$ cat src/rtl/lsq_mem_arbiter_pkg.sv
// Shared constants for the LSQ data-cache port: funct3 encodings, the FSM
// state type and the default tag width.
package lsq_mem_arbiter_pkg;

  localparam int TAG_WIDTH_DEF = 6;

  localparam logic [2:0] F3_LB  = 3'b000;
  localparam logic [2:0] F3_LH  = 3'b001;
  localparam logic [2:0] F3_LW  = 3'b010;
  localparam logic [2:0] F3_LBU = 3'b100;
  localparam logic [2:0] F3_LHU = 3'b101;

  localparam logic [2:0] F3_SB  = 3'b000;
  localparam logic [2:0] F3_SH  = 3'b001;
  localparam logic [2:0] F3_SW  = 3'b010;

  typedef enum logic [2:0] {
    LSQ_IDLE  = 3'd0,
    LSQ_REQ   = 3'd1,
    LSQ_WAIT  = 3'd2,
    LSQ_RESP  = 3'd3,
    LSQ_DRAIN = 3'd4
  } lsq_mem_state_e;

endpackage

$ cat src/rtl/mem_align_unit.sv
// Combinational lane steering: store byte enables and shifted write data,
// load byte/half extraction with sign or zero extension.
module mem_align_unit
  import lsq_mem_arbiter_pkg::*;
(
  input  logic [2:0]  st_funct3_i,
  input  logic [1:0]  st_off_i,
  input  logic [31:0] st_data_i,
  output logic [3:0]  st_be_o,
  output logic [31:0] st_wdata_o,
  input  logic [2:0]  ld_funct3_i,
  input  logic [1:0]  ld_off_i,
  input  logic [31:0] ld_rdata_i,
  output logic [31:0] ld_data_o
);

  logic [31:0] ld_shift;

  assign st_wdata_o = st_data_i << {st_off_i, 3'b000};
  assign ld_shift   = ld_rdata_i >> {ld_off_i, 3'b000};

  always_comb begin
    st_be_o = 4'hF;
    case (st_funct3_i)
      F3_SB:   st_be_o = 4'b0001 << st_off_i;
      F3_SH:   st_be_o = 4'b0011 << st_off_i;
      default: st_be_o = 4'hF;
    endcase
  end

  // Unlisted encodings fall through to a full-word pass.
  always_comb begin
    ld_data_o = ld_shift;
    case (ld_funct3_i)
      F3_LB:   ld_data_o = {{24{ld_shift[7]}}, ld_shift[7:0]};
      F3_LH:   ld_data_o = {{16{ld_shift[15]}}, ld_shift[15:0]};
      F3_LBU:  ld_data_o = {24'b0, ld_shift[7:0]};
      F3_LHU:  ld_data_o = {16'b0, ld_shift[15:0]};
      default: ld_data_o = ld_shift;
    endcase
  end

endmodule

$ cat src/rtl/lsq_mem_arbiter.sv
// Single dcache port shared by load issue and committed-store drain: load
// priority with a starvation guard, one access in flight at a time.
module lsq_mem_arbiter
  import lsq_mem_arbiter_pkg::*;
#(
  parameter int TAG_WIDTH    = TAG_WIDTH_DEF,
  parameter int ADDR_WIDTH   = 32,
  parameter int STARVE_LIMIT = 4
) (
  input  logic                  clk,
  input  logic                  rst,
  input  logic                  flush,
  input  logic                  ld_req_valid,
  output logic                  ld_req_ready,
  input  logic [ADDR_WIDTH-1:0] ld_req_addr,
  input  logic [2:0]            ld_req_funct3,
  input  logic [TAG_WIDTH-1:0]  ld_req_tag,
  input  logic                  st_req_valid,
  output logic                  st_req_ready,
  input  logic [ADDR_WIDTH-1:0] st_req_addr,
  input  logic [31:0]           st_req_data,
  input  logic [2:0]            st_req_funct3,
  input  logic [TAG_WIDTH-1:0]  st_req_tag,
  input  logic                  st_urgent,
  output logic                  mem_req_valid,
  input  logic                  mem_req_ready,
  output logic                  mem_req_we,
  output logic [ADDR_WIDTH-1:0] mem_req_addr,
  output logic [31:0]           mem_req_wdata,
  output logic [3:0]            mem_req_be,
  input  logic                  mem_resp_valid,
  input  logic [31:0]           mem_resp_rdata,
  output logic                  ld_resp_valid,
  input  logic                  ld_resp_ready,
  output logic [TAG_WIDTH-1:0]  ld_resp_tag,
  output logic [31:0]           ld_resp_data,
  output logic                  st_done_valid,
  output logic [TAG_WIDTH-1:0]  st_done_tag
);

  localparam int CNT_W = (STARVE_LIMIT < 1) ? 1 : $clog2(STARVE_LIMIT + 1);
  localparam logic [CNT_W-1:0] CNT_MAX = CNT_W'(STARVE_LIMIT);

  lsq_mem_state_e          state_q, state_d;
  logic [CNT_W-1:0]        starve_q, starve_d;
  logic                    we_q, we_d;
  logic [ADDR_WIDTH-1:0]   addr_q, addr_d;
  logic [31:0]             wdata_q, wdata_d;
  logic [3:0]              be_q, be_d;
  logic [TAG_WIDTH-1:0]    tag_q, tag_d;
  logic [2:0]              f3_q, f3_d;
  logic [31:0]             rdata_q, rdata_d;
  logic                    st_done_q, st_done_d;

  logic                    idle, st_pick, st_go, ld_go;
  logic [3:0]              al_be;
  logic [31:0]             al_wdata, al_ld_data;

  mem_align_unit u_align (
    .st_funct3_i (st_req_funct3),
    .st_off_i    (st_req_addr[1:0]),
    .st_data_i   (st_req_data),
    .st_be_o     (al_be),
    .st_wdata_o  (al_wdata),
    .ld_funct3_i (f3_q),
    .ld_off_i    (addr_q[1:0]),
    .ld_rdata_i  (mem_resp_rdata),
    .ld_data_o   (al_ld_data)
  );

  // Readies are held low while reset is asserted, not just after the edge.
  assign idle    = (state_q == LSQ_IDLE) && !rst;
  assign st_pick = st_req_valid && (st_urgent || (starve_q == CNT_MAX) || !ld_req_valid);
  assign st_go   = st_req_valid && st_req_ready;
  assign ld_go   = ld_req_valid && ld_req_ready;

  always_ff @(posedge clk or posedge rst) begin
    if (rst) begin
      state_q   <= LSQ_IDLE;
      starve_q  <= '0;
      we_q      <= 1'b0;
      addr_q    <= '0;
      wdata_q   <= '0;
      be_q      <= '0;
      tag_q     <= '0;
      f3_q      <= '0;
      rdata_q   <= '0;
      st_done_q <= 1'b0;
    end else begin
      state_q   <= state_d;
      starve_q  <= starve_d;
      we_q      <= we_d;
      addr_q    <= addr_d;
      wdata_q   <= wdata_d;
      be_q      <= be_d;
      tag_q     <= tag_d;
      f3_q      <= f3_d;
      rdata_q   <= rdata_d;
      st_done_q <= st_done_d;
    end
  end

  always_comb begin
    state_d       = state_q;
    starve_d      = starve_q;
    we_d          = we_q;
    addr_d        = addr_q;
    wdata_d       = wdata_q;
    be_d          = be_q;
    tag_d         = tag_q;
    f3_d          = f3_q;
    rdata_d       = rdata_q;
    st_done_d     = 1'b0;
    st_req_ready  = idle && st_pick;
    ld_req_ready  = idle && !st_pick && !flush;
    mem_req_valid = 1'b0;
    ld_resp_valid = 1'b0;

    if (!st_req_valid || st_go)
      starve_d = '0;
    else if (ld_go && (starve_q != CNT_MAX))
      starve_d = starve_q + 1'b1;

    case (state_q)
      LSQ_IDLE: begin
        if (st_go) begin
          we_d    = 1'b1;
          addr_d  = st_req_addr;
          wdata_d = al_wdata;
          be_d    = al_be;
          tag_d   = st_req_tag;
          f3_d    = st_req_funct3;
          state_d = LSQ_REQ;
        end else if (ld_go) begin
          we_d    = 1'b0;
          addr_d  = ld_req_addr;
          wdata_d = '0;
          be_d    = 4'hF;
          tag_d   = ld_req_tag;
          f3_d    = ld_req_funct3;
          state_d = LSQ_REQ;
        end
      end
      LSQ_REQ: begin
        mem_req_valid = 1'b1;
        if (we_q) begin
          // Committed stores are not speculative, so flush is ignored here.
          if (mem_req_ready) begin
            st_done_d = 1'b1;
            state_d   = LSQ_IDLE;
          end
        end else if (flush) begin
          state_d = mem_req_ready ? LSQ_DRAIN : LSQ_IDLE;
        end else if (mem_req_ready) begin
          state_d = LSQ_WAIT;
        end
      end
      LSQ_WAIT: begin
        if (mem_resp_valid) begin
          if (flush) begin
            state_d = LSQ_IDLE;
          end else begin
            rdata_d = al_ld_data;
            state_d = LSQ_RESP;
          end
        end else if (flush) begin
          state_d = LSQ_DRAIN;
        end
      end
      LSQ_RESP: begin
        ld_resp_valid = 1'b1;
        if (flush || ld_resp_ready) state_d = LSQ_IDLE;
      end
      LSQ_DRAIN: begin
        if (mem_resp_valid) state_d = LSQ_IDLE;
      end
      default: state_d = LSQ_IDLE;
    endcase
  end

  assign mem_req_we    = we_q;
  assign mem_req_addr  = {addr_q[ADDR_WIDTH-1:2], 2'b00};
  assign mem_req_wdata = wdata_q;
  assign mem_req_be    = be_q;
  assign ld_resp_tag   = tag_q;
  assign ld_resp_data  = rdata_q;
  assign st_done_valid = st_done_q;
  // tag_q still holds the store's tag in the cycle after acceptance.
  assign st_done_tag   = tag_q;

endmodule
$ cat config.mk
export PLATFORM = sky130hd
export DESIGN_NAME = lsq_mem_arbiter
export DESIGN_NICKNAME = d
export VERILOG_FILES = /design/src/rtl/lsq_mem_arbiter_pkg.sv /design/src/rtl/mem_align_unit.sv /design/src/rtl/lsq_mem_arbiter.sv
export SDC_FILE = /design/constraint.sdc
export NUM_CORES = 1
export LEC_CHECK = 0
export ABC_AREA = 1
export BUFFER_PORTS_ARGS = -buffer_cell sky130_fd_sc_hd__buf_2
export CAP_MARGIN = 40
export CORE_AREA = 2 2 118 120
export CTS_CLUSTER_SIZE = 40
export DETAILED_ROUTE_END_ITERATION = 16
export DIE_AREA = 0 0 120 122
export GPL_TIMING_DRIVEN = 0
export PLACE_DENSITY = 0.81
export SLEW_MARGIN = 20
export SYNTH_ARGS = -nofsm -noshare
export SYNTH_HDL_FRONTEND = slang
export SYNTH_SLANG_ARGS = --single-unit
$ cat constraint.sdc
create_clock -name clk -period 4.5 [get_ports clk]
set_input_delay 0.225 -clock clk [delete_from_list [all_inputs] [get_ports clk]]
set_output_delay 0.225 -clock clk [all_outputs]
set_load 0.005 [all_outputs]
# Yosys cells after proc, flatten, opt, wreduce, memory -nomap -nowiden
# Index checks and enable logic that the tools add are counted.
# op_classes
reduce_logical,25
n_eq_ne,16
bitwise,1
addsub,1
muxes,34
n_shift,4
# op_table
operator,n
2-to-1 mux 32 bit,4
case mux 32 bit (4 select lines),1
2-to-1 mux 3 bit,15
left shift 32 x 5 -> 32 bit,1
right shift 32 x 5 -> 32 bit,1
!= test 3 bit (second input constant),5
case mux 3 bit (5 select lines),1
equality test 3 bit (second input constant),4
2-to-1 mux 6 bit,2
equality test 3 x 1 -> 1 bit (second input constant),3
logical NOT 3 bit,3
logical AND 1 bit,8
2-to-1 mux 4 bit,2
case mux 4 bit (2 select lines),1
2-to-1 mux 1 bit,7
equality test 3 x 2 -> 1 bit (second input constant),2
AND reduction 6 bit,1
logical NOT 1 bit,5
logical OR 1 bit,4
!= test 2 bit (second input constant),2
nonzero test 2 bit,2
left shift 1 x 2 -> 4 bit (first input constant),1
left shift 2 x 2 -> 4 bit (first input constant),1
adder 3 x 1 -> 3 bit (second input constant),1
4 further kinds,4
# totals
wordCells,91
output_inout_bits,118
regBits,117

# Depth between registers and ports, before layout
# Gate-level depths: netlist of run 1.
# logic_depth
word_depth,11
mapped_depth,11
ltp_nobuf,10

# By module
# Synthesis of run 1 repeated with hierarchy kept, for this count alone.
# unflattened
hier_cells,907
area_unflattened_um2,6894.1
# modules_own_cells
module,n_inst,cells_each,area_each_um2,seq_area_each_um2
lsq_mem_arbiter,1,641,5456.5,2927.8
mem_align_unit,1,266,1437.6,0.0

# Worst setup path after synthesis of run 1
# No wires, ideal clock.
# synth_timing
kind,reg2reg
from,reg starve_q[0]
to,reg addr_q[25]
n_path_buf,2
t_arrival_ns,1.588
stages_incl_launch_ff,12
setup_ns,0.119
path_slack_ns,2.794
required_ns,4.381
synth_period_minus_slack_ns,1.706
path_cell_list,dfrtp_1 inv_1 ha_1 nand2_1 nand3_1 nand2_1 nand4_4 nand2_2 buf_6 buf_6 nand3_1 o21a_1
# synth_via
elab_chain_len,10
word_cells_on_any_way,13
# synth_lines
element,line,rtl
from (decl),lsq_mem_arbiter.sv:45,"logic [CNT_W-1:0] starve_q, starve_d;"
from (signal assigned),lsq_mem_arbiter.sv:91,starve_q <= starve_d;
equality test 3 bit *,lsq_mem_arbiter.sv:73,assign st_pick = st_req_valid && (st_urgent || (starve_q == CNT_MAX) || !ld_req_valid);
logical OR 1 bit * (2 in series),lsq_mem_arbiter.sv:73,
logical AND 1 bit *,lsq_mem_arbiter.sv:73,
logical NOT 1 bit,lsq_mem_arbiter.sv:115,ld_req_ready = idle && !st_pick && !flush;
logical AND 1 bit (2 in series),lsq_mem_arbiter.sv:115,
logical AND 1 bit,lsq_mem_arbiter.sv:75,assign ld_go = ld_req_valid && ld_req_ready;
nonzero test 2 bit (no source line),n/a,
AND reduction 2 bit (no source line),n/a,
to (signal assigned),lsq_mem_arbiter.sv:93,addr_q <= addr_d;
to (decl),lsq_mem_arbiter.sv:47,"logic [ADDR_WIDTH-1:0] addr_q, addr_d;"
# Every way passes the cells marked *; elsewhere a longest branch is shown, timed or not.
# A chain may end at the register's enable or synchronous reset.

# Final worst setup path of run 1
# layout_timing
from,reg starve_q[0]
to,out st_req_ready
# layout_via
elab_chain_len,5
# layout_lines
element,line,rtl
equality test 3 bit,lsq_mem_arbiter.sv:73,
logical OR 1 bit (2 in series),lsq_mem_arbiter.sv:73,
logical AND 1 bit,lsq_mem_arbiter.sv:73,
logical AND 1 bit,lsq_mem_arbiter.sv:114,st_req_ready = idle && st_pick;
to (decl),lsq_mem_arbiter.sv:19,"output logic st_req_ready,"
# No other way between the ends.

==> results of run 1 <==
-- layout by cell type, fill, tap and decap left out, drive strengths merged, types with 5 or more instances in the layout --
cell type  instances
a21o               7
a21oi             17
a22oi             13
buf              339
clkbuf            39
clkinv             7
dfrtp            117
inv               66
nand2            203
nand3             57
nand4              5
nor2              37
o21a              36
o21ai            102
o21bai             9
o31ai             16
or2               16
-- tightest hold or removal path, stage by stage --
cell and delay, ns:
buf_2 0.09, a211oi_1 0.06, nor2_1 0.08
-- worst paths after layout --
kind	depth (start not counted)	to	slack, ns	from
min in group asynchronous	3	st_done_valid	0.48	rst
max in group asynchronous	4	ld_resp_data[28]	3.35	rst
hold reg to reg	2	mem_req_wdata[31]	0.47	mem_req_wdata[31]
setup reg to reg	11	ld_resp_tag[1]	2.43	starve_q[0]
hold / removal	3	mem_req_be[2]	0.07	st_req_funct3[0]
setup / recovery	8	st_req_ready	2.07	starve_q[0]
-- cell families after synthesis --
family	count (synthesis)
simple gates	324
compound gates	208
buf+inv	151
flops	117
fa+ha+maj	2
xor+xnor	1
other cells	1
-- per-stage QoR --
stage,power [mW],util (%)
final,5.49,64.5
after global routing,5.87,64.5
after CTS,5.51,64.5
after detailed placement,4.09,59.9
after global placement,4.02,59.7
after floorplan,3.15,-
-- per-layer routing --
layer,vias up,routed length (um)
met5,-,0
met4,0,548
met3,49,1990
met2,356,10100
met1,3075,7950
li1,3206,-
-- flip-flops by register name, summed over array words and instances, names as in the netlist, 3 cells and up --
signal         count
ld_resp_data      32
mem_req_be         4
ld_resp_tag        6
starve_q           3
mem_req_wdata     32
state_q            3
addr_q            32
f3_q               3
-- power by group through the flow --
stage                     Clock, mW  Combinational, mW  Sequential (mW)
after global routing           1.47               2.53             1.86
final                          1.40               2.28             1.82
after global placement            0               2.22             1.81
after CTS                      1.41               2.28             1.81
after floorplan                   0               1.36             1.79
after detailed placement          0               2.27             1.82
-- cell type report --
cell class | count | area, um2
buffer | 84 | 562
tap | 180 | 225
clock inverter | 9 | 124
sequential | 117 | 2930
inverter | 67 | 256
clock buffer | 23 | 488
timing repair buffer | 272 | 1390
multi-input combinational | 537 | 2740
fill | 1193 | 4790
==> flow_summary.json, run 1 <==
{
  "gr-total-overflow": 0,
  "worst-path-buf-inv": 3,
  "cpMaxStageDelayCell": "dfrtp_1",
  "fin_ws_ns": 2.07,
  "yosys_warnings": 0,
  "place_ws_ns": 2.45,
  "synth_fa_ha_area_share_pct": 0.386,
  "synth_flop_cell": "dfrtp_1",
  "fin_crit_sh_pct": 53.9,
  "gr-usage-met3_pct": 8.85,
  "met1_usage_pct": 33.9,
  "rsz0062_at_grt": "no",
  "fin_cells": 1289,
  "ctsHoldBuffers": 1,
  "synthesis.area_um2": 6480,
  "final.setup.tns_ns": 0,
  "yosys_register_bits": 117,
  "dp_hpwl_um": 15600,
  "slew_violations": 0,
  "yosys.cell_types.count": 42,
  "fin_nets": 1253,
  "worst_clock_skew_ns": 0.0113,
  "path_max_fanout": 10,
  "routed_via_density": 5.19,
  "endpoint_kind": "output port",
  "max-slew-margin-rel_pct": 50.9,
  "avgSynthCellArea_um2": 8.06,
  "dr.pass1.iters": 5,
  "dr.first_iter.drc_count": 480,
  "grt_pass1_vias": 6254,
  "placed_cell_area_um2": 8090,
  "crit_type": "flop to output port",
  "clk_pin_slew_worst_paths_ns": 0.06,
  "fin_crit_ns": 2.43,
  "arrival_ns": 2.20,
  "drive_gt1_share_pct": 36.1,
  "p_per_area_nw_per_um2": 631,
  "leakage_nw": 4.66,
  "synth_compound_area_share_pct": 19.6,
  "hold_class": "primary input to flop",
  "worst_pin_slew_ns": 0.733,
  "diodes": 0,
  "path_cells": "inv_1, ha_1, nand2_1, nand3_1, nand2_1, nor2_4, buf_4, buf_2",
  "cts-root-buf": "clkbuf_16",
  "p_clk_share_pct": 25.4,
  "power_frac_comb_pct": 41.5,
  "grt_most_used_layer": "met2",
  "yosysTopAreaCell": "dfrtp_1",
  "synthCells": 804,
  "yosysSeqAreaShare_pct": 45.2,
  "synth.most_common_cell": "nand2_1",
  "critical_path.max_stage_delay_ns": 0.40,
  "status": "finished, final reports clean",
  "synth_mux_area_share_pct": 0,
  "cts_buffer_depth": 2,
  "cp-start-kind": "flop",
  "synth_xor_area_share_pct": 0.135,
  "antenna_found_initial": 1,
  "num_rows": 43,
  "die_area_um2": 14600,
  "cts-resized-gates": 0,
  "fin_area_um2": 8710,
  "setup_violations": 0,
  "numCtsBuffers": 17,
  "power.switching_mw": 1.96,
  "cts_setup_buffers": 0,
  "async_flop_share_pct": 100,
  "synth_simple_gate_area_share_pct": 22.1,
  "wl_per_cell_um": 16.0,
  "drc": 0,
  "cts_max_level": 4,
  "wirelength_um": 20600,
  "placed_cells": 1256,
  "synthTopCellsByArea": "dfrtp_1 45%, nand2_1 12%, o21ai_0 7.0%",
  "grt_pass1_wl_um": 31700,
  "cts_sinks": 117,
  "cts_tree": "done",
  "max_cap_viol_count": 0,
  "sw_frac_of_total_pct": 35.7,
  "grt_max_degree": 65,
  "track_usage_pct": 28.1,
  "crit_path_frequent_cell": "nand2_1",
  "vias": 6686,
  "postRouteAntennaNets": 0,
  "core_um2": 13500,
  "start_util_pct": 48.0,
  "seqPwrFrac_pct": 33.0,
  "yosys-top-cells-count": "199 x nand2_1, 117 x dfrtp_1, 90 x o21ai_0, 63 x inv_1, 54 x nand3_1",
  "clk_latency_ns": 0.42,
  "ios": 273,
  "gpl.final_weighted_congestion": 0.967,
  "finalHoldViolCount": 0,
  "max_freq_mhz": 412,
  "intPower_mw": 3.53,
  "cp_top_family": "simple AND/OR/NAND/NOR gates",
  "die_w_um": 120,
  "area_delta_synth_final_pct": 34.5,
  "synth_edf_count": 0,
  "grt_use_met2_pct": 47.0,
  "peakVddDrop_mv": 0.306,
  "die_h_um": 122,
  "portBuffers": 270,
  "synth_top_cell_area_share_pct": 45.2,
  "hold_ws_ns": 0.0665,
  "synth_top_family_by_area": "simple AND/OR/NAND/NOR gates",
  "worst_ep_required_time_ns": 4.28
}
(Power assumes the default switching activity.)
==> inputs of run 2 (changes only) <==
--- a/config.mk
+++ b/config.mk
@@ -8,12 +8,12 @@
 export ABC_AREA = 1
 export BUFFER_PORTS_ARGS = -buffer_cell sky130_fd_sc_hd__buf_2
 export CAP_MARGIN = 40
-export CORE_AREA = 2 2 118 120
+export CORE_AREA = 2 2 125 127
 export CTS_CLUSTER_SIZE = 40
 export DETAILED_ROUTE_END_ITERATION = 16
-export DIE_AREA = 0 0 120 122
+export DIE_AREA = 0 0 127 129
 export GPL_TIMING_DRIVEN = 0
-export PLACE_DENSITY = 0.81
+export PLACE_DENSITY = 0.76
 export SLEW_MARGIN = 20
 export SYNTH_ARGS = -nofsm -noshare
 export SYNTH_HDL_FRONTEND = slang
==> constraint.sdc (replaced) <==
create_clock -name clk -period 2 [get_ports clk]
set_input_delay 0.1 -clock clk [delete_from_list [all_inputs] [get_ports clk]]
set_output_delay 0.1 -clock clk [all_outputs]
set_load 0.005 [all_outputs]
==> run 2 against run 1 <==
  * Combinational power increased by 130%
  * Utilization decreased by 4.2 points
  * Hold slack got worse by 0.054 ns
  * Non-clock buffer count increased by 19
  * Sequential power increased by 120%
  * Critical endpoint unchanged
  * Largest cell class unchanged
  * Highest routed layer unchanged
==> flow_summary.json, run 2 (synthesis results as in run 1) <==
{
  "wirelength_um": 20900,
  "endpoint_kind": "output port",
  "track_usage_pct": 25.6,
  "r2r_cells": 6,
  "wl_met2_um": 9920,
  "routed_via_density": 5.06,
  "grt_max_degree": 33,
  "fin_crit_ns": 1.90,
  "portBuffers": 270,
  "num_rows": 45,
  "postRouteAntennaNets": 0,
  "worst_pin_slew_ns": 0.761,
  "cts-root-buf": "clkbuf_16",
  "antenna_found_initial": 2,
  "gpl.final_weighted_congestion": 0.949,
  "wl_met1_um": 8570,
  "mostFrequentLayoutCell": "buf_2",
  "gr-total-overflow": 0,
  "wl_per_cell_um": 15.9,
  "rsz0062_at_grt": "yes",
  "r2r_end": "ld_resp_data[29]",
  "status": "finished, final reports clean",
  "hold_depth": 4,
  "fillCellCount": 1393,
  "grt_pass1_vias": 6383,
  "cts_max_level": 4,
  "cts_sinks": 117,
  "crit_type": "flop to output port",
  "vias": 6671,
  "top_layer": "met4",
  "die_h_um": 129,
  "cts_tree": "done",
  "max_cap_viol_count": 0,
  "core_um2": 15000,
  "min_from": "st_req_addr[23]",
  "area_delta_synth_final_pct": 39.5,
  "slew_violations": 0,
  "path_max_fanout": 10,
  "fin_cells": 1318,
  "worst_clock_skew_ns": 0.00799,
  "numCtsBuffers": 17,
  "dr.first_iter.drc_count": 572,
  "die_area_um2": 16400,
  "cts_buffer_depth": 2,
  "peakVddDrop_mv": 0.704,
  "max_freq_mhz": 527,
  "grt_pass1_wl_um": 32500,
  "arrival_ns": 1.80,
  "fin_crit_sh_pct": 94.8,
  "drive_gt1_share_pct": 36.3,
  "setup_violations": 0,
  "leakage_nw": 4.79,
  "min_to": "addr_q[23]",
  "finalHoldViolCount": 0,
  "final_cell_mix": "284 x buf_2, 197 x nand2_1, 116 x dfrtp_1, 89 x o21ai_0, 62 x inv_1",
  "hold_class": "primary input to flop",
  "max-slew-margin-rel_pct": 49.0,
  "start_util_pct": 43.2,
  "hold_ws_ns": 0.0126,
  "placed_cells": 1267,
  "r2r-start": "f3_q[0]",
  "die_w_um": 127,
  "worst_ep_required_time_ns": 1.90,
  "p_per_area_nw_per_um2": 1400,
  "drc": 0,
  "r2r_slack_ns": 0.14,
  "wl_met3_um": 1880,
  "dp_hpwl_um": 16200,
  "ios": 273,
  "clk_pin_slew_worst_paths_ns": 0.05,
  "cp-start-kind": "flop",
  "clk_latency_ns": 0.41,
  "dr.pass1.iters": 5,
  "fin_nets": 1272
}
-- run 2: cell type report --
class / instances / area, um2 / area share [%]
Tap cell: 188 / 235 / 2.60
Timing Repair Buffer: 291 / 1610 / 17.8
Antenna cell: 2 / 5.00 / 0.0554
Clock inverter: 8 / 169 / 1.87
Sequential cell: 117 / 2930 / 32.4
Clock buffer: 24 / 492 / 5.44
Inverter: 67 / 255 / 2.83
Multi-Input combinational cell: 537 / 2770 / 30.7
Buffer: 84 / 569 / 6.30
-- run 2: repair_timing --
item	4_1_cts	5_1_grt
hold endpoints to repair	29	0
hold buffers	16	0
endpoints found under the setup margin	33	39
gates resized for setup	4	11
pin swaps	1	1
setup buffers	1	0
-- run 2: report_power, final --
part / total [mW] / switching, mW / internal (mW)
clock: 3.41 / 1.07 / 2.34
combinational: 5.16 / 2.68 / 2.48
sequential: 4.09 / 0.663 / 3.43
-- run 2: metrics by stage --
| stage | cell area (um2) | setup WS, ns | total power [mW] | utilization [%] | TNS (ns) |
|---|---|---|---|---|---|
| detailed placement | 8160 | -0.0238 | 9.22 | 54.5 | -0.0612 |
| finish | 9030 | 0.103 | 12.7 | 60.3 | 0 |
| CTS | 9000 | 0.0353 | 12.7 | 60.1 | 0 |
| global route | 9030 | -0.00232 | 13.6 | 60.3 | -0.00232 |
| floorplan | 6480 | 0.294 | 7.09 | - | 0 |
| global placement | 8070 | -0.429 | 9.10 | 53.9 | -49.24 |
-- run 2: metal layers --
| layer | up-vias | GRT usage [%] |
|---|---|---|
| li1 | 3244 | - |
| met1 | 3069 | 31.5 |
| met2 | 317 | 42.4 |
| met3 | 41 | 8.23 |
| met4 | 0 | 9.37 |
| met5 | - | 0 |
-- run 2: worst max path at each step --
stage           startpoint  cells after the start            to
4_1_cts         state_q[2]                      7  st_req_ready
2_1_floorplan  starve_q[0]                     11    addr_q[25]
3_3_place_gp           rst                      2    addr_q[15]
5_1_grt         state_q[2]                     11     addr_q[0]
3_5_place_dp   starve_q[0]                     11    addr_q[26]
6_report        state_q[2]                      7  st_req_ready
-- run 2: critical path, cell delays in order (launching register included) --
cell,delay (ns)
dfrtp_2,0.45
nor2_2,0.16
nand2_2,0.12
nor2_8,0.15
inv_2,0.06
nor2_4,0.14
buf_6,0.17
buf_2,0.12
